**config.mk**
```make
export PLATFORM = sky130hd
export DESIGN_NAME = multicycle_control
export DESIGN_NICKNAME = d
export VERILOG_FILES = /design/src/rtl/legv8_ctrl_pkg.sv /design/src/rtl/legv8_opcode_classify.sv /design/src/rtl/multicycle_control.sv
export SDC_FILE = /design/constraint.sdc
export NUM_CORES = 1
export LEC_CHECK = 0
export CAP_MARGIN = 20
export CORE_MARGIN = 2
export CORE_UTILIZATION = 30
export DETAILED_ROUTE_END_ITERATION = 7
export GPL_ROUTABILITY_DRIVEN = 0
export GPL_TIMING_DRIVEN = 0
export SYNTH_ARGS = -nofsm -noshare
export SYNTH_HDL_FRONTEND = slang
export SYNTH_SLANG_ARGS = --single-unit
```
**constraint.sdc**
```tcl
create_clock -name CLK -period 2.1 [get_ports CLK]
set_input_delay 0.42 -clock CLK [delete_from_list [all_inputs] [get_ports CLK]]
set_output_delay 0.42 -clock CLK [all_outputs]
set_load 0.02 [all_outputs]
```
**src/rtl/legv8_ctrl_pkg.sv**
```systemverilog
// Shared definitions for LEGv8 control: opcode match patterns, opcode
// classes, multi-cycle FSM states and the aluop/signop encodings.
package legv8_ctrl_pkg;

  localparam int OPCODE_W = 11;
  localparam int ALUOP_W  = 4;
  localparam int SIGNOP_W = 3;

  // A casez-style pattern held as value/care-mask pair (mask bit 0 = don't care)
  typedef struct packed {
    logic [OPCODE_W-1:0] value;
    logic [OPCODE_W-1:0] mask;
  } op_pat_t;

  localparam op_pat_t PAT_SUBIMM = '{value: 11'b11010001000, mask: 11'b11111111110};
  localparam op_pat_t PAT_B      = '{value: 11'b00010100000, mask: 11'b11111100000};
  localparam op_pat_t PAT_CBZ    = '{value: 11'b10110100000, mask: 11'b11111111000};
  localparam op_pat_t PAT_LDUR   = '{value: 11'b11111000010, mask: 11'b11111111111};
  localparam op_pat_t PAT_ANDREG = '{value: 11'b10001010000, mask: 11'b11111111111};
  localparam op_pat_t PAT_ORRREG = '{value: 11'b10101010000, mask: 11'b11111111111};
  localparam op_pat_t PAT_ADDREG = '{value: 11'b10001011000, mask: 11'b11111111111};
  localparam op_pat_t PAT_SUBREG = '{value: 11'b11001011000, mask: 11'b11111111111};
  localparam op_pat_t PAT_ADDIMM = '{value: 11'b10010001000, mask: 11'b11111111110};
  localparam op_pat_t PAT_STUR   = '{value: 11'b11111000000, mask: 11'b11111111111};
  localparam op_pat_t PAT_MOVZ   = '{value: 11'b11010010100, mask: 11'b11111111100};

  typedef enum logic [3:0] {
    CLS_ILLEGAL = 4'd0,
    CLS_SUBIMM  = 4'd1,
    CLS_B       = 4'd2,
    CLS_CBZ     = 4'd3,
    CLS_LDUR    = 4'd4,
    CLS_ANDREG  = 4'd5,
    CLS_ORRREG  = 4'd6,
    CLS_ADDREG  = 4'd7,
    CLS_SUBREG  = 4'd8,
    CLS_ADDIMM  = 4'd9,
    CLS_STUR    = 4'd10,
    CLS_MOVZ    = 4'd11
  } op_class_e;

  typedef enum logic [2:0] {
    ST_FETCH  = 3'd0,
    ST_DECODE = 3'd1,
    ST_EXEC   = 3'd2,
    ST_MEM    = 3'd3,
    ST_WB     = 3'd4,
    ST_FAULT  = 3'd5
  } state_e;

  localparam logic [ALUOP_W-1:0] ALU_AND   = 4'b0000;
  localparam logic [ALUOP_W-1:0] ALU_ORR   = 4'b0001;
  localparam logic [ALUOP_W-1:0] ALU_ADD   = 4'b0010;
  localparam logic [ALUOP_W-1:0] ALU_SUB   = 4'b0110;
  localparam logic [ALUOP_W-1:0] ALU_PASSB = 4'b0111;

  localparam logic [SIGNOP_W-1:0] SIGN_I  = 3'b000;
  localparam logic [SIGNOP_W-1:0] SIGN_D  = 3'b001;
  localparam logic [SIGNOP_W-1:0] SIGN_B  = 3'b010;
  localparam logic [SIGNOP_W-1:0] SIGN_CB = 3'b011;
  localparam logic [SIGNOP_W-1:0] SIGN_IW = 3'b100;

  function automatic logic op_match(input logic [OPCODE_W-1:0] op, input op_pat_t pat);
    return (op & pat.mask) == pat.value;
  endfunction

endpackage

```
**src/rtl/legv8_opcode_classify.sv**
```systemverilog
// Combinational opcode-to-class decoder, shared by multi-cycle and future
// pipelined control. MOVZ is only recognised when MULTICYCLE_CTRL_MOVZ_EN
// is defined; otherwise it falls through to CLS_ILLEGAL.
module legv8_opcode_classify
  import legv8_ctrl_pkg::*;
(
  input  logic [OPCODE_W-1:0] opcode,
  output op_class_e           op_class
);

  // Priority match, highest-priority pattern first
  always_comb begin
    op_class = CLS_ILLEGAL;
    if      (op_match(opcode, PAT_SUBIMM)) op_class = CLS_SUBIMM;
    else if (op_match(opcode, PAT_B))      op_class = CLS_B;
    else if (op_match(opcode, PAT_CBZ))    op_class = CLS_CBZ;
    else if (op_match(opcode, PAT_LDUR))   op_class = CLS_LDUR;
    else if (op_match(opcode, PAT_ANDREG)) op_class = CLS_ANDREG;
    else if (op_match(opcode, PAT_ORRREG)) op_class = CLS_ORRREG;
    else if (op_match(opcode, PAT_ADDREG)) op_class = CLS_ADDREG;
    else if (op_match(opcode, PAT_SUBREG)) op_class = CLS_SUBREG;
    else if (op_match(opcode, PAT_ADDIMM)) op_class = CLS_ADDIMM;
    else if (op_match(opcode, PAT_STUR))   op_class = CLS_STUR;
`ifdef MULTICYCLE_CTRL_MOVZ_EN
    else if (op_match(opcode, PAT_MOVZ))   op_class = CLS_MOVZ;
`endif
  end

endmodule

```
**src/rtl/multicycle_control.sv**
```systemverilog
// LEGv8 multi-cycle control unit: Moore FSM FETCH/DECODE/EXEC/MEM/WB/FAULT
// with instruction/data memory handshakes, memory wait timeout and a
// sticky illegal-opcode fault. Optional MOVZ support: MULTICYCLE_CTRL_MOVZ_EN.
module multicycle_control
  import legv8_ctrl_pkg::*;
#(
  parameter int MEM_TIMEOUT = 15
) (
  input  logic                CLK,
  input  logic                resetl,
  input  logic [OPCODE_W-1:0] opcode,
  input  logic                instr_valid,
  input  logic                mem_ready,
  input  logic                zero,
  output logic                ir_write,
  output logic                pc_write,
  output logic                pc_src,
  output logic                reg2loc,
  output logic                alusrc,
  output logic                mem2reg,
  output logic                regwrite,
  output logic                memread,
  output logic                memwrite,
  output logic [ALUOP_W-1:0]  aluop,
  output logic [2:0]          signop,
  output logic [2:0]          state,
  output logic                illegal
);

  // Counter holds completed MEM wait cycles; the last allowed value triggers FAULT
  localparam int CNT_W = (MEM_TIMEOUT > 2) ? $clog2(MEM_TIMEOUT) : 1;
  localparam bit TIMEOUT_EN = (MEM_TIMEOUT > 0);
  localparam logic [CNT_W-1:0] WAIT_LAST = CNT_W'((MEM_TIMEOUT > 0) ? MEM_TIMEOUT - 1 : 0);

  state_e              state_q, state_d;
  logic [OPCODE_W-1:0] op_q, op_d;
  logic [CNT_W-1:0]    wait_q, wait_d;
  // Low for the first cycle after reset so no strobe follows reset release
  logic                armed_q, armed_d;

  op_class_e           op_class;
  logic                fetch_fire;
  logic [ALUOP_W-1:0]  alu_op_c;
  logic [2:0]          sign_c;
  logic                reg2loc_c;
  logic                alusrc_c;

  legv8_opcode_classify u_classify (
    .opcode   (op_q),
    .op_class (op_class)
  );

  assign fetch_fire = armed_q && instr_valid;

  // State, latched opcode, wait counter and arm flag
  always_ff @(posedge CLK or negedge resetl) begin
    if (!resetl) begin
      state_q <= ST_FETCH;
      op_q    <= '0;
      wait_q  <= '0;
      armed_q <= 1'b0;
    end else begin
      state_q <= state_d;
      op_q    <= op_d;
      wait_q  <= wait_d;
      armed_q <= armed_d;
    end
  end

  // Next-state logic
  always_comb begin
    state_d = state_q;
    op_d    = op_q;
    wait_d  = wait_q;
    armed_d = 1'b1;
    case (state_q)
      ST_FETCH: begin
        if (fetch_fire) begin
          op_d    = opcode;
          state_d = ST_DECODE;
        end
      end
      ST_DECODE: begin
        state_d = (op_class == CLS_ILLEGAL) ? ST_FAULT : ST_EXEC;
      end
      ST_EXEC: begin
        case (op_class)
          CLS_B, CLS_CBZ: state_d = ST_FETCH;
          CLS_LDUR, CLS_STUR: begin
            state_d = ST_MEM;
            wait_d  = '0;
          end
          default: state_d = ST_WB;
        endcase
      end
      ST_MEM: begin
        // mem_ready has priority over a simultaneous timeout
        if (mem_ready) begin
          state_d = (op_class == CLS_LDUR) ? ST_WB : ST_FETCH;
        end else if (TIMEOUT_EN) begin
          if (wait_q == WAIT_LAST) state_d = ST_FAULT;
          else                     wait_d  = wait_q + CNT_W'(1);
        end
      end
      ST_WB:    state_d = ST_FETCH;
      ST_FAULT: state_d = ST_FAULT;
      default:  state_d = ST_FAULT;
    endcase
  end

  // ALU/immediate controls implied by the latched instruction class
  always_comb begin
    alu_op_c  = ALU_AND;
    sign_c    = SIGN_I;
    reg2loc_c = 1'b0;
    alusrc_c  = 1'b0;
    case (op_class)
      CLS_ANDREG: alu_op_c = ALU_AND;
      CLS_ORRREG: alu_op_c = ALU_ORR;
      CLS_ADDREG: alu_op_c = ALU_ADD;
      CLS_SUBREG: alu_op_c = ALU_SUB;
      CLS_ADDIMM: begin alu_op_c = ALU_ADD; alusrc_c = 1'b1; end
      CLS_SUBIMM: begin alu_op_c = ALU_SUB; alusrc_c = 1'b1; end
      CLS_LDUR: begin
        alu_op_c = ALU_ADD; alusrc_c = 1'b1; sign_c = SIGN_D;
      end
      CLS_STUR: begin
        alu_op_c = ALU_ADD; alusrc_c = 1'b1; sign_c = SIGN_D; reg2loc_c = 1'b1;
      end
      CLS_CBZ: begin
        alu_op_c = ALU_PASSB; sign_c = SIGN_CB; reg2loc_c = 1'b1;
      end
      CLS_B: sign_c = SIGN_B;
`ifdef MULTICYCLE_CTRL_MOVZ_EN
      CLS_MOVZ: begin
        alu_op_c = ALU_PASSB; alusrc_c = 1'b1; sign_c = SIGN_IW;
      end
`endif
      default: ;
    endcase
  end

  // Moore outputs per state; ALU controls only in EXEC and MEM
  always_comb begin
    ir_write = 1'b0;
    pc_write = 1'b0;
    pc_src   = 1'b0;
    reg2loc  = 1'b0;
    alusrc   = 1'b0;
    mem2reg  = 1'b0;
    regwrite = 1'b0;
    memread  = 1'b0;
    memwrite = 1'b0;
    aluop    = '0;
    signop   = '0;
    illegal  = 1'b0;
    case (state_q)
      ST_FETCH: ir_write = fetch_fire;
      ST_EXEC: begin
        aluop   = ALUOP_W'(alu_op_c);
        signop  = sign_c;
        reg2loc = reg2loc_c;
        alusrc  = alusrc_c;
        if (op_class == CLS_B) begin
          pc_src   = 1'b1;
          pc_write = 1'b1;
        end else if (op_class == CLS_CBZ) begin
          pc_src   = zero;
          pc_write = 1'b1;
        end
      end
      ST_MEM: begin
        aluop    = ALUOP_W'(alu_op_c);
        signop   = sign_c;
        reg2loc  = reg2loc_c;
        alusrc   = alusrc_c;
        memread  = (op_class == CLS_LDUR);
        memwrite = (op_class == CLS_STUR);
        pc_write = (op_class == CLS_STUR) && mem_ready;
      end
      ST_WB: begin
        regwrite = 1'b1;
        mem2reg  = (op_class == CLS_LDUR);
        pc_write = 1'b1;
      end
      ST_FAULT: illegal = 1'b1;
      default: ;
    endcase
  end

  assign state = state_q;

endmodule

```
# Yosys cells after proc, flatten, opt, wreduce, memory -nomap -nowiden
# Index checks and enable logic that the tools add are counted.
[word_totals]
in_bits = 16
ramBits = 0
mem_count = 0
ff_bits = 19
rom_bits = 0
output_inout_bits = 20
wordCells = 91
latchBits = 0
[classes]
order_cmp = 0
n_shift = 0
n_eq_ne = 30
n_mux = 41
div = 0
multipliers = 0
n_bitwise = 0
add_sub_neg = 1
n_reduce_logical = 15
[ops]
columns = ["op", "n"]
rows = [
  ["$eq A11 B11 Y1 const B", 6],
  ["$mux W4", 13],
  ["$eq A10 B10 Y1 const B", 2],
  ["$mux W3", 6],
  ["$eq A4 B4 Y1 const B", 4],
  ["$mux W1", 15],
  ["$pmux W3 S5", 1],
  ["$eq A4 B3 Y1 const B", 3],
  ["$pmux W3 S4", 1],
  ["$reduce_or A2 Y1", 5],
  ["$eq A4 B2 Y1 const B", 2],
  ["$eq A8 B8 Y1 const B", 1],
  ["$ne A2 B2 Y1 const B", 4],
  ["$pmux W4 S2", 1],
  ["$reduce_or A4 Y1", 2],
  ["$eq A3 B2 Y1 const B", 2],
  ["$eq A3 B3 Y1 const B", 2],
  ["$eq A6 B3 Y1 const B", 1],
  ["$pmux W2 S3", 1],
  ["$pmux W3 S2", 1],
  ["$add A4 B1 Y4 const B", 1],
  ["$eq A4 B1 Y1 const B", 1],
  ["$logic_not A4 Y1", 1],
  ["$reduce_and A2 Y1", 2],
  ["other kinds (8)", 9],
]

# Longest topological paths before layout
# Gate-level depths: netlist (run 1).
[depth]
ltp_word = 15
mapped_depth = 6
ltp_nobuf = 6

# Hierarchy
# Synthesis (run 1) repeated with hierarchy kept, for this count alone.
[hier_totals]
hier_cells = 148
hier_area_um2 = 1362.6
[modules_own_cells]
columns = ["mod", "cells_each", "seq_area_each_um2", "area_per_inst_um2", "instances"]
rows = [
  ["multicycle_control", 118, 475.5, 1151.1, 1],
  ["legv8_opcode_classify", 30, 0.0, 211.5, 1],
]

# Worst setup path before layout (run 1)
# OpenSTA, ideal clock, no wires.
[synth_path]
path_type = "flip-flop to output port"
from = "reg state_q[1], in the netlist state[1]"
to = "out pc_src"
path_slack_ns = -0.322
stages_incl_launch_ff = 5
arrival_ns = 2.002
t_required_ns = 1.680
n_path_buf = 2
path_cell_list = "dfrtp_1 buf_2 nand2b_1 buf_1 a2111oi_0"
[synth_between]
elab_chain_cells = 2
[synth_lines]
columns = ["item", "line", "text"]
rows = [
  ["start: declaration", "multicycle_control.sv:35", "state_e state_q, state_d;"],
  ["start signal: assignment", "multicycle_control.sv:63", "state_q <= state_d;"],
  ["$eq A3 B2 Y1", "multicycle_control.sv:157", "case (state_q)"],
  ["$mux W1", "multicycle_control.sv:157", ""],
  ["end: declaration", "multicycle_control.sv:17", "output logic pc_src,"],
]
# No other way between the ends.

# Final worst setup path (run 1)
[layout_path]
from = "reg op_q[8]"
to = "out pc_src"
[layout_between]
elab_chain_cells = 15
word_cells_on_any_way = 25
cone_classes = "eq/ne (12); mux (13)"
[layout_lines]
columns = ["item", "line", "text"]
rows = [
  ["start: declaration", "multicycle_control.sv:36", "logic [OPCODE_W-1:0] op_q, op_d;"],
  ["start signal: assignment", "multicycle_control.sv:64", "op_q <= op_d;"],
  ["$eq A11 B11 Y1", "legv8_ctrl_pkg.sv:64", "return (op & pat.mask) == pat.value;"],
  ["$mux W4", "legv8_opcode_classify.sv:23", "else if (op_match(opcode, PAT_STUR)) op_class = CLS_STUR;"],
  ["$mux W4", "legv8_opcode_classify.sv:22", "else if (op_match(opcode, PAT_ADDIMM)) op_class = CLS_ADDIMM;"],
  ["$mux W4", "legv8_opcode_classify.sv:21", "else if (op_match(opcode, PAT_SUBREG)) op_class = CLS_SUBREG;"],
  ["$mux W4", "legv8_opcode_classify.sv:20", "else if (op_match(opcode, PAT_ADDREG)) op_class = CLS_ADDREG;"],
  ["$mux W4", "legv8_opcode_classify.sv:19", "else if (op_match(opcode, PAT_ORRREG)) op_class = CLS_ORRREG;"],
  ["$mux W4", "legv8_opcode_classify.sv:18", "else if (op_match(opcode, PAT_ANDREG)) op_class = CLS_ANDREG;"],
  ["$mux W4", "legv8_opcode_classify.sv:17", "else if (op_match(opcode, PAT_LDUR)) op_class = CLS_LDUR;"],
  ["$mux W4", "legv8_opcode_classify.sv:16", "else if (op_match(opcode, PAT_CBZ)) op_class = CLS_CBZ;"],
  ["$mux W4", "legv8_opcode_classify.sv:15", "else if (op_match(opcode, PAT_B)) op_class = CLS_B;"],
  ["$mux W4 *", "legv8_opcode_classify.sv:14", "if (op_match(opcode, PAT_SUBIMM)) op_class = CLS_SUBIMM;"],
  ["$eq A4 B2 Y1", "multicycle_control.sv:167", "end else if (op_class == CLS_CBZ) begin"],
  ["$mux W1", "multicycle_control.sv:167", ""],
  ["$mux W1 *", "multicycle_control.sv:164", "if (op_class == CLS_B) begin"],
  ["$mux W1 *", "multicycle_control.sv:157", ""],
]
# Mark *: on every way between the ends. The rest lies on a longest branch, timed or not.

==> results of run 1 <==
==> cells by family (layout without fill, tap and decap cells) <==
group | count (synthesis) | count (layout) | share of synthesized area, %
compound gates | 30 | 30 | 17.8
fa+ha+maj | 2 | 2 | 1.92
simple gates | 60 | 60 | 28.0
buf+inv | 11 | 61 | 3.93
other cells | 2 | 3 | 0.576
flops | 19 | 19 | 36.5
mux | 13 | 13 | 11.2
==> cell usage in the layout (no fill, tap or decap), drive strengths merged, types with 4 or more instances in the layout <==
cell type	Yosys	final
inv	4	4
clkbuf	1	7
clkdlybuf4s50	0	18
buf	6	29
nand3	6	6
nor2	17	17
a22o	4	4
mux2	13	13
nand2	13	13
dfrtp	19	19
o21ai	7	7
==> layout make-up <==
cell class / instances / share of cell area [%]
plain buffers: 7 / 2.84
clock buffers: 3 / 2.18
clock inverters: 1 / 0.396
inverters: 4 / 0.792
multi-input cells: 108 / 44.9
flip-flops and latches: 19 / 25.5
well taps: 50 / 3.30
repair buffers: 46 / 20.2
==> where the power goes <==
part	switching, mW	internal (mW)
sequential	0.000206	0.366
clock	0.144	0.134
combinational	0.0199	0.0287
total	0.164	0.529
==> state kept, by name, summed over array words and instances, names as in the netlist <==
name	cells
op_q	11
armed_q	1
state	3
wait_q	4
==> stage by stage <==
stage,instances,setup TNS (ps),power (mW),utilization (%)
4_1_cts,234,-327,0.695,45.3
3_5_place_dp,221,-3810,0.423,41.8
3_3_place_gp,221,-3330,0.422,41.8
5_1_grt,238,-1260,0.721,46.4
6_report,238,-435,0.694,46.4
2_1_floorplan,138,0,0.385,-
==> worst max-delay path by stage <==
stage	start	endpoint	cells after the start	slack, ps
after floorplan	state[0]	memread	4	160
after global placement	instr_valid	ir_write	5	-570
after detailed placement	instr_valid	ir_write	5	-610
after CTS	op_q[1]	pc_src	6	-150
after global routing	op_q[6]	aluop[1]	6	-250
final	op_q[8]	pc_src	6	-150
==> repair_timing <==
item | in CTS | in global routing
setup buffers | 9 | 4
resized for setup | 76 | 14
pin swaps | 12 | 8
endpoints found under the setup margin | 15 | 16
==> layer usage <==
metal | track usage, % | wire length [um] | vias to the layer above
met5 | 0 | 0 | -
met4 | 7.48 | 73 | 0
met3 | 3.03 | 194 | 7
met2 | 24.0 | 1680 | 40
met1 | 18.9 | 1530 | 608
li1 | - | - | 605
==> impl_metrics.json, run 1 <==
{
  "worstSetupPathType": "flip-flop to primary output",
  "synth-seq-cells": 19,
  "multi_input_area_um2": 851,
  "worst_slack_ps": -146,
  "cp_slowest_stage_delay_ps": 440,
  "routed_via_density": 5.29,
  "ys_warn_count": 0,
  "critical-path-slowest-cell": "dfrtp_2",
  "arrival_ps": 1830,
  "stdcell_area_mm2": 0.00190,
  "cts_sinks": 19,
  "ys_top_cells_by_area": "dfrtp_1 36%, mux2_1 11%, nor2_1 4.9%",
  "routed_wl_um": 3480,
  "grt-ovfl-total": 0,
  "coreArea_mm2": 0.00409,
  "skew_ps": 3.10,
  "cp_top_family": "simple AND/OR/NAND/NOR gates",
  "clock_latency_ps": 270,
  "min_from": "wait_q[0]",
  "maxCapViolations": 0,
  "post_drt_wl_per_cell_um": 14.6,
  "grt_max_degree": 20,
  "ys_seq_area_share_pct": 36.5,
  "rsz0062_at_grt": "true",
  "rows": 23,
  "antenna_left": 0,
  "seq_area_um2": 483,
  "clkTransAtPathRegs_ps": 80,
  "slew_viol_final": 0,
  "yosysTopAreaCell": "dfrtp_1",
  "crit_top_cell": "buf_4",
  "cts_buffers": 3,
  "drive_gt1_share_pct": 33.5,
  "worstMarginPinSlew_ps": 854,
  "place_area_mm2": 0.00171,
  "maxClockFrequency_ghz": 0.445,
  "timing.critical_path.buf_inv": 2,
  "synthDistinctLibCells": 49,
  "r2r-start": "op_q[8]",
  "grt_use_total_pct": 14.9,
  "clockBufferDepth": 2,
  "synth_top_area_share_pct": 36.5,
  "hp-class": "flip-flop to flip-flop",
  "dp_hpwl_um": 2440,
  "root_buffer": "clkbuf_8",
  "r2r-end": "state[0]",
  "synth_most_common_cell": "dfrtp_1",
  "async_flop_share_pct": 100,
  "worstSetupStartpointType": "flip-flop",
  "io_buffers": 33,
  "hold_slack_ps": 579,
  "synth_edf_count": 0,
  "grt_pass1_wl_um": 5880,
  "pwr_density_cell_mw_per_mm2": 366,
  "diodes": 0,
  "synthCells": 137,
  "synth_ff_type": "dfrtp_1",
  "hold_violations": 0,
  "synth_common_cells": "19 x dfrtp_1, 17 x nor2_1, 13 x mux2_1",
  "whs_endpoint": "wait_q[0]",
  "chipHeight_um": 69.9,
  "antenna_found_initial": 0,
  "cts_hold_buffers": 0,
  "rrSetupSlack_ps": 140,
  "area_growth_syn_to_layout_pct": 45.5,
  "cts_max_level": 1,
  "final.fill_count": 414,
  "slew-limit-headroom_pct": 42.9,
  "pre_cts_slack_ps": -608,
  "cp-end-kind": "primary output",
  "min_period_ps": 2250,
  "nets": 207,
  "failed_checks": "setup timing",
  "whs_path_depth": 1,
  "first_pass_iters": 5,
  "r2r_cells": 7,
  "io_pins": 36,
  "die_area_mm2": 0.00489,
  "outcome": "finished with violations",
  "start_util_pct": 31.9,
  "leakagePower_nw": 0.800,
  "avgSynthCellArea_um2": 9.52,
  "syn-cell-area_mm2": 0.00130,
  "route.detailed.drc": 0,
  "vdd_drop_max_uv": 319,
  "required_ps": 1680,
  "setup_viol": 6,
  "drt_iter0_drc": 74,
  "grt_pass1_vias": 1248,
  "vias": 1260,
  "period_share_pct": 107,
  "crit_chain": "nor4b_4 -> nand3b_1 -> buf_4 -> a31oi_4 -> a2111oi_2 -> buf_4",
  "cts_tree": "done",
  "die_x_um": 69.9,
  "cp_max_fo": 4
}
Note: power is estimated with default switching activity, not from simulation.
==> run 2: changes to the inputs <==
SETUP_SLACK_MARGIN = 0.4   (was not set)
==> impl_metrics.json, run 2 (synthesized netlist as in run 1, its figures left out) <==
{
  "outcome": "finished with violations",
  "failed_checks": "setup timing",
  "clockBufferDepth": 2,
  "setup_viol": 7,
  "die_area_mm2": 0.00489,
  "p_comb_share_pct": 8.0,
  "cp_max_fo": 6,
  "rsz0062_at_grt": "true",
  "start_util_pct": 31.9,
  "fin_util_pct": 56.4,
  "nets": 229,
  "maxCapViolations": 0,
  "grt_max_degree": 20,
  "pwr_density_cell_mw_per_mm2": 298,
  "routed_via_density": 5.39,
  "route.detailed.drc": 0,
  "worstMarginPinSlew_ps": 850,
  "dp_hpwl_um": 2510,
  "period_share_pct": 110,
  "grt-ovfl-total": 0,
  "rows": 23,
  "slew_viol_final": 0,
  "min_period_ps": 2300,
  "largest_reg_flops": 11,
  "root_buffer": "clkbuf_8",
  "routed_wl_um": 4440,
  "maxClockFrequency_ghz": 0.434,
  "final.fill_count": 356,
  "vdd_drop_max_uv": 257,
  "switching_share_pct": 22.9,
  "cts_sinks": 19,
  "skew_ps": 7.67,
  "hold_violations": 0,
  "cts_max_level": 1,
  "grt_use_total_pct": 16.0,
  "area_growth_syn_to_layout_pct": 76.9,
  "largest-register": "op_q",
  "die_x_um": 69.9,
  "grt_pass1_wl_um": 6490,
  "worstSetupStartpointType": "flip-flop",
  "drive_gt1_share_pct": 52.4,
  "final_common_cell": "buf_4",
  "arrival_ps": 1880,
  "io_pins": 36,
  "worst_slack_ps": -202,
  "drt_iter0_drc": 90,
  "antenna_found_initial": 0,
  "hp-class": "flip-flop to flip-flop",
  "clockPowerShare_pct": 38.7,
  "diodes": 0,
  "multi_input_area_um2": 1000,
  "grt_pass1_vias": 1366,
  "final_cell_mix": "35 x buf_4, 21 x buf_6, 13 x mux2_1, 13 x clkdlybuf4s50_1, 12 x dfrtp_1",
  "cts_tree": "done",
  "min_from": "op_q[3]",
  "clock_latency_ps": 260,
  "dpl.cell_count": 221,
  "chipHeight_um": 69.9,
  "required_ps": 1680,
  "first_pass_iters": 4,
  "power_switching_mw": 0.157,
  "fin_tns_setup_ps": -845,
  "io_buffers": 33,
  "antenna_left": 0,
  "critical_path.startpoint": "op_q[6]",
  "leakagePower_nw": 0.966,
  "final_cells": 260,
  "clkTransAtPathRegs_ps": 70,
  "seq_area_um2": 484,
  "cp-end-kind": "primary output",
  "rrSetupSlack_ps": 20,
  "r2r-start": "op_q[5]",
  "worstSetupPathType": "flip-flop to primary output",
  "p_seq_share_pct": 53.3,
  "post_drt_wl_per_cell_um": 17.1,
  "coreArea_mm2": 0.00409,
  "vias": 1401,
  "slew-limit-headroom_pct": 43.2,
  "cts_buffers": 3,
  "power.internal_mw": 0.531
}
run 2: changes by cell type in the layout (fill, tap and decap cells not counted), sizes merged:
cell | previous run | this run
dlygate4sd2 | 0 | 3
clkdlybuf4s15 | 2 | 0
clkinv | 0 | 1
clkinvlp | 1 | 0
buf | 29 | 58
dlymetal6s2s | 0 | 1
clkdlybuf4s50 | 18 | 13
clkbuf | 7 | 3
run 2: path summary, 6_finish.rpt:
kind                             end  depth (start not counted)
min in group asynchronous  wait_q[0]                          1
setup / recovery              pc_src                          7
setup reg to reg            state[0]                          7
max in group asynchronous   op_q[10]                          1
hold reg to reg              op_q[3]                          1
hold / removal               op_q[3]                          1
run 2: routing by layer:
layer	GRT usage, %	share of wire, %	vias to the layer above	wire (um)
met5	0	0	-	0
met4	5.56	3.6	0	159
met3	3.32	6.3	18	278
met2	25.9	49	75	2190
met1	21.3	41	658	1810
li1	-	-	650	-
run 2: what timing repair did:
| action | 4_1_cts | 5_1_grt |
|---|---|---|
| hold buffers | 0 | 0 |
| setup buffers | 24 | 11 |
| resized for setup | 113 | 36 |
| gates cloned | 0 | 0 |
| pin swaps | 12 | 17 |
| endpoints found under the setup margin | 22 | 28 |
run 2: final cells by class:
class / count / share of cell area, %
inverter: 4 / 0.651
clock inverter: 1 / 0.217
sequential: 19 / 21.0
timing repair buffer: 68 / 26.9
multi-input combinational: 108 / 43.4
clock buffer: 3 / 1.79
tap: 50 / 2.71
buffer: 7 / 3.42
run 2: critical path, stage by stage (launching register included):
cell	delay [ps]
dfrtp_1	440
nor3b_2	260
buf_4	150
nand3b_1	110
buf_4	170
a31oi_4	210
a2111oi_4	110
buf_4	170
run 2: power by group through the flow:
stage          registers [mW]  logic, mW  clock network (mW)
2_1_floorplan           0.374     0.0120                   0
3_3_place_gp            0.374     0.0481                   0
3_5_place_dp            0.374     0.0494                   0
4_1_cts                 0.367     0.0543               0.266
5_1_grt                 0.367     0.0597               0.292
6_report                0.367     0.0548               0.266
run 2: metrics by stage:
stage | power (mW) | worst slack (ps) | hold slack, ps | instance area, um2
6_report | 0.688 | -202 | 573 | 2310
2_1_floorplan | 0.386 | 302 | 124 | 1390
3_3_place_gp | 0.422 | -421 | 549 | 1780
5_1_grt | 0.719 | -305 | 595 | 2310
3_5_place_dp | 0.423 | -448 | 563 | 1780
4_1_cts | 0.687 | -128 | 561 | 2090
==> run 3: changes to the inputs <==
SETUP_SLACK_MARGIN = 0.3   (was 0.4)
==> impl_metrics.json, run 3 (synthesized netlist as in run 1, its figures left out) <==
{
  "fin_util_pct": 52.9,
  "clockBufferDepth": 2,
  "place_area_mm2": 0.00172,
  "largest-register": "op_q",
  "post_drt_wl_per_cell_um": 16.4,
  "clkTransAtPathRegs_ps": 80,
  "arrival_ps": 1830,
  "coreArea_mm2": 0.00409,
  "dpl.cell_count": 221,
  "area_growth_syn_to_layout_pct": 65.7,
  "power_switching_mw": 0.159,
  "final_cells": 252,
  "hp-class": "flip-flop to flip-flop",
  "p_comb_share_pct": 7.8,
  "routed_wl_um": 4130,
  "r2r_cells": 7,
  "clock_latency_ps": 270,
  "switching_share_pct": 23.0,
  "p_seq_share_pct": 53.0,
  "cts_buffers": 3,
  "cp-end-kind": "primary output",
  "worstSetupPathType": "flip-flop to primary output",
  "cts_sinks": 19,
  "vias": 1345,
  "route.detailed.drc": 0,
  "required_ps": 1680,
  "chipHeight_um": 69.9,
  "largest_reg_flops": 11,
  "grt_pass1_vias": 1327,
  "clockPowerShare_pct": 39.1,
  "grt_pass1_wl_um": 6540,
  "antenna_left": 0,
  "outcome": "finished with violations",
  "final_cell_mix": "34 x buf_4, 14 x clkdlybuf4s50_1, 13 x nor2_1, 13 x mux2_1, 11 x buf_6",
  "maxCapViolations": 0,
  "maxClockFrequency_ghz": 0.444,
  "worst_slack_ps": -150,
  "cp_max_fo": 5,
  "pwr_density_cell_mw_per_mm2": 320,
  "period_share_pct": 107,
  "grt-ovfl-total": 0,
  "routed_via_density": 5.34,
  "slew_viol_final": 0,
  "worstSetupStartpointType": "flip-flop",
  "rows": 23,
  "cts_max_level": 1,
  "slew-limit-headroom_pct": 40.2,
  "rsz0062_at_grt": "true",
  "root_buffer": "clkbuf_8",
  "leakagePower_nw": 0.911,
  "vdd_drop_max_uv": 256,
  "total_power_mw": 0.691,
  "cts_tree": "done",
  "drive_gt1_share_pct": 47.5,
  "die_area_mm2": 0.00489,
  "skew_ps": 7.44,
  "antenna_found_initial": 0,
  "diodes": 0,
  "final.fill_count": 369,
  "grt_use_total_pct": 16.4,
  "first_pass_iters": 4,
  "dp_hpwl_um": 2540,
  "setup_viol": 6,
  "io_pins": 36,
  "worstMarginPinSlew_ps": 894,
  "whs_path_depth": 1,
  "start_util_pct": 31.9,
  "fin_tns_setup_ps": -545,
  "nets": 221,
  "grt_max_degree": 20,
  "stdcell_area_mm2": 0.00216,
  "die_x_um": 69.9,
  "final_common_cell": "buf_4",
  "io_buffers": 33,
  "power.internal_mw": 0.533,
  "failed_checks": "setup timing",
  "drt_iter0_drc": 58,
  "min_period_ps": 2250,
  "hold_violations": 0
}
## run 3: per-stage QoR
stage / hold slack, ps / setup WS [ps]
finish: 589 / -150
global route: 616 / -272
CTS: 579 / -132
detailed placement: 558 / -608
global placement: 553 / -567
floorplan: 124 / 192
## run 3: worst max-delay path, stage by stage (launching register included)
cell and delay, ps:
dfrtp_1 460, and4bb_1 290, nand3b_1 120, a31oi_2 140, a2111oi_2 330, buf_2 230
## run 3: final timing paths
path / startpoint / endpoint / slack (ps)
setup / recovery: op_q[6] / pc_src / -150
hold / removal: op_q[7] / op_q[7] / 590
setup reg to reg: op_q[6] / state[2] / 260
hold reg to reg: op_q[7] / op_q[7] / 590
max in group asynchronous: resetl / state[2] / 830
min in group asynchronous: resetl / op_q[3] / 650
## run 3: layout make-up
cell class              count  area, um2  share of cell area (%)
repair buffers             60        533                    24.7
clock buffers               3       41.3                    1.91
inverters                   4       15.0                   0.695
plain buffers               7       60.1                    2.78
clock inverters             1       7.51                   0.347
flip-flops and latches     19        488                    22.6
well taps                  50       62.6                    2.90
multi-input cells         108        953                    44.1
## run 3: power by group through the flow
stage | Sequential, mW | Clock, mW | Combinational [mW]
2_1_floorplan | 0.374 | 0 | 0.0113
4_1_cts | 0.367 | 0.275 | 0.0510
3_3_place_gp | 0.374 | 0 | 0.0479
3_5_place_dp | 0.374 | 0 | 0.0487
5_1_grt | 0.367 | 0.300 | 0.0585
6_report | 0.367 | 0.271 | 0.0541
## run 3: routing by layer
metal,track usage (%),vias up,wire length [um]
li1,-,631,-
met4,5.34,0,70
met5,0,-,0
met3,2.60,8,160
met1,21.2,662,1790
met2,27.9,44,2110
## run 3: timing repair
| item | in CTS | in global routing |
|---|---|---|
| setup buffers | 17 | 10 |
| setup endpoints to repair | 30 | 20 |
| pin swaps | 15 | 13 |
| hold buffers | 0 | 0 |
| gates resized for setup | 113 | 24 |
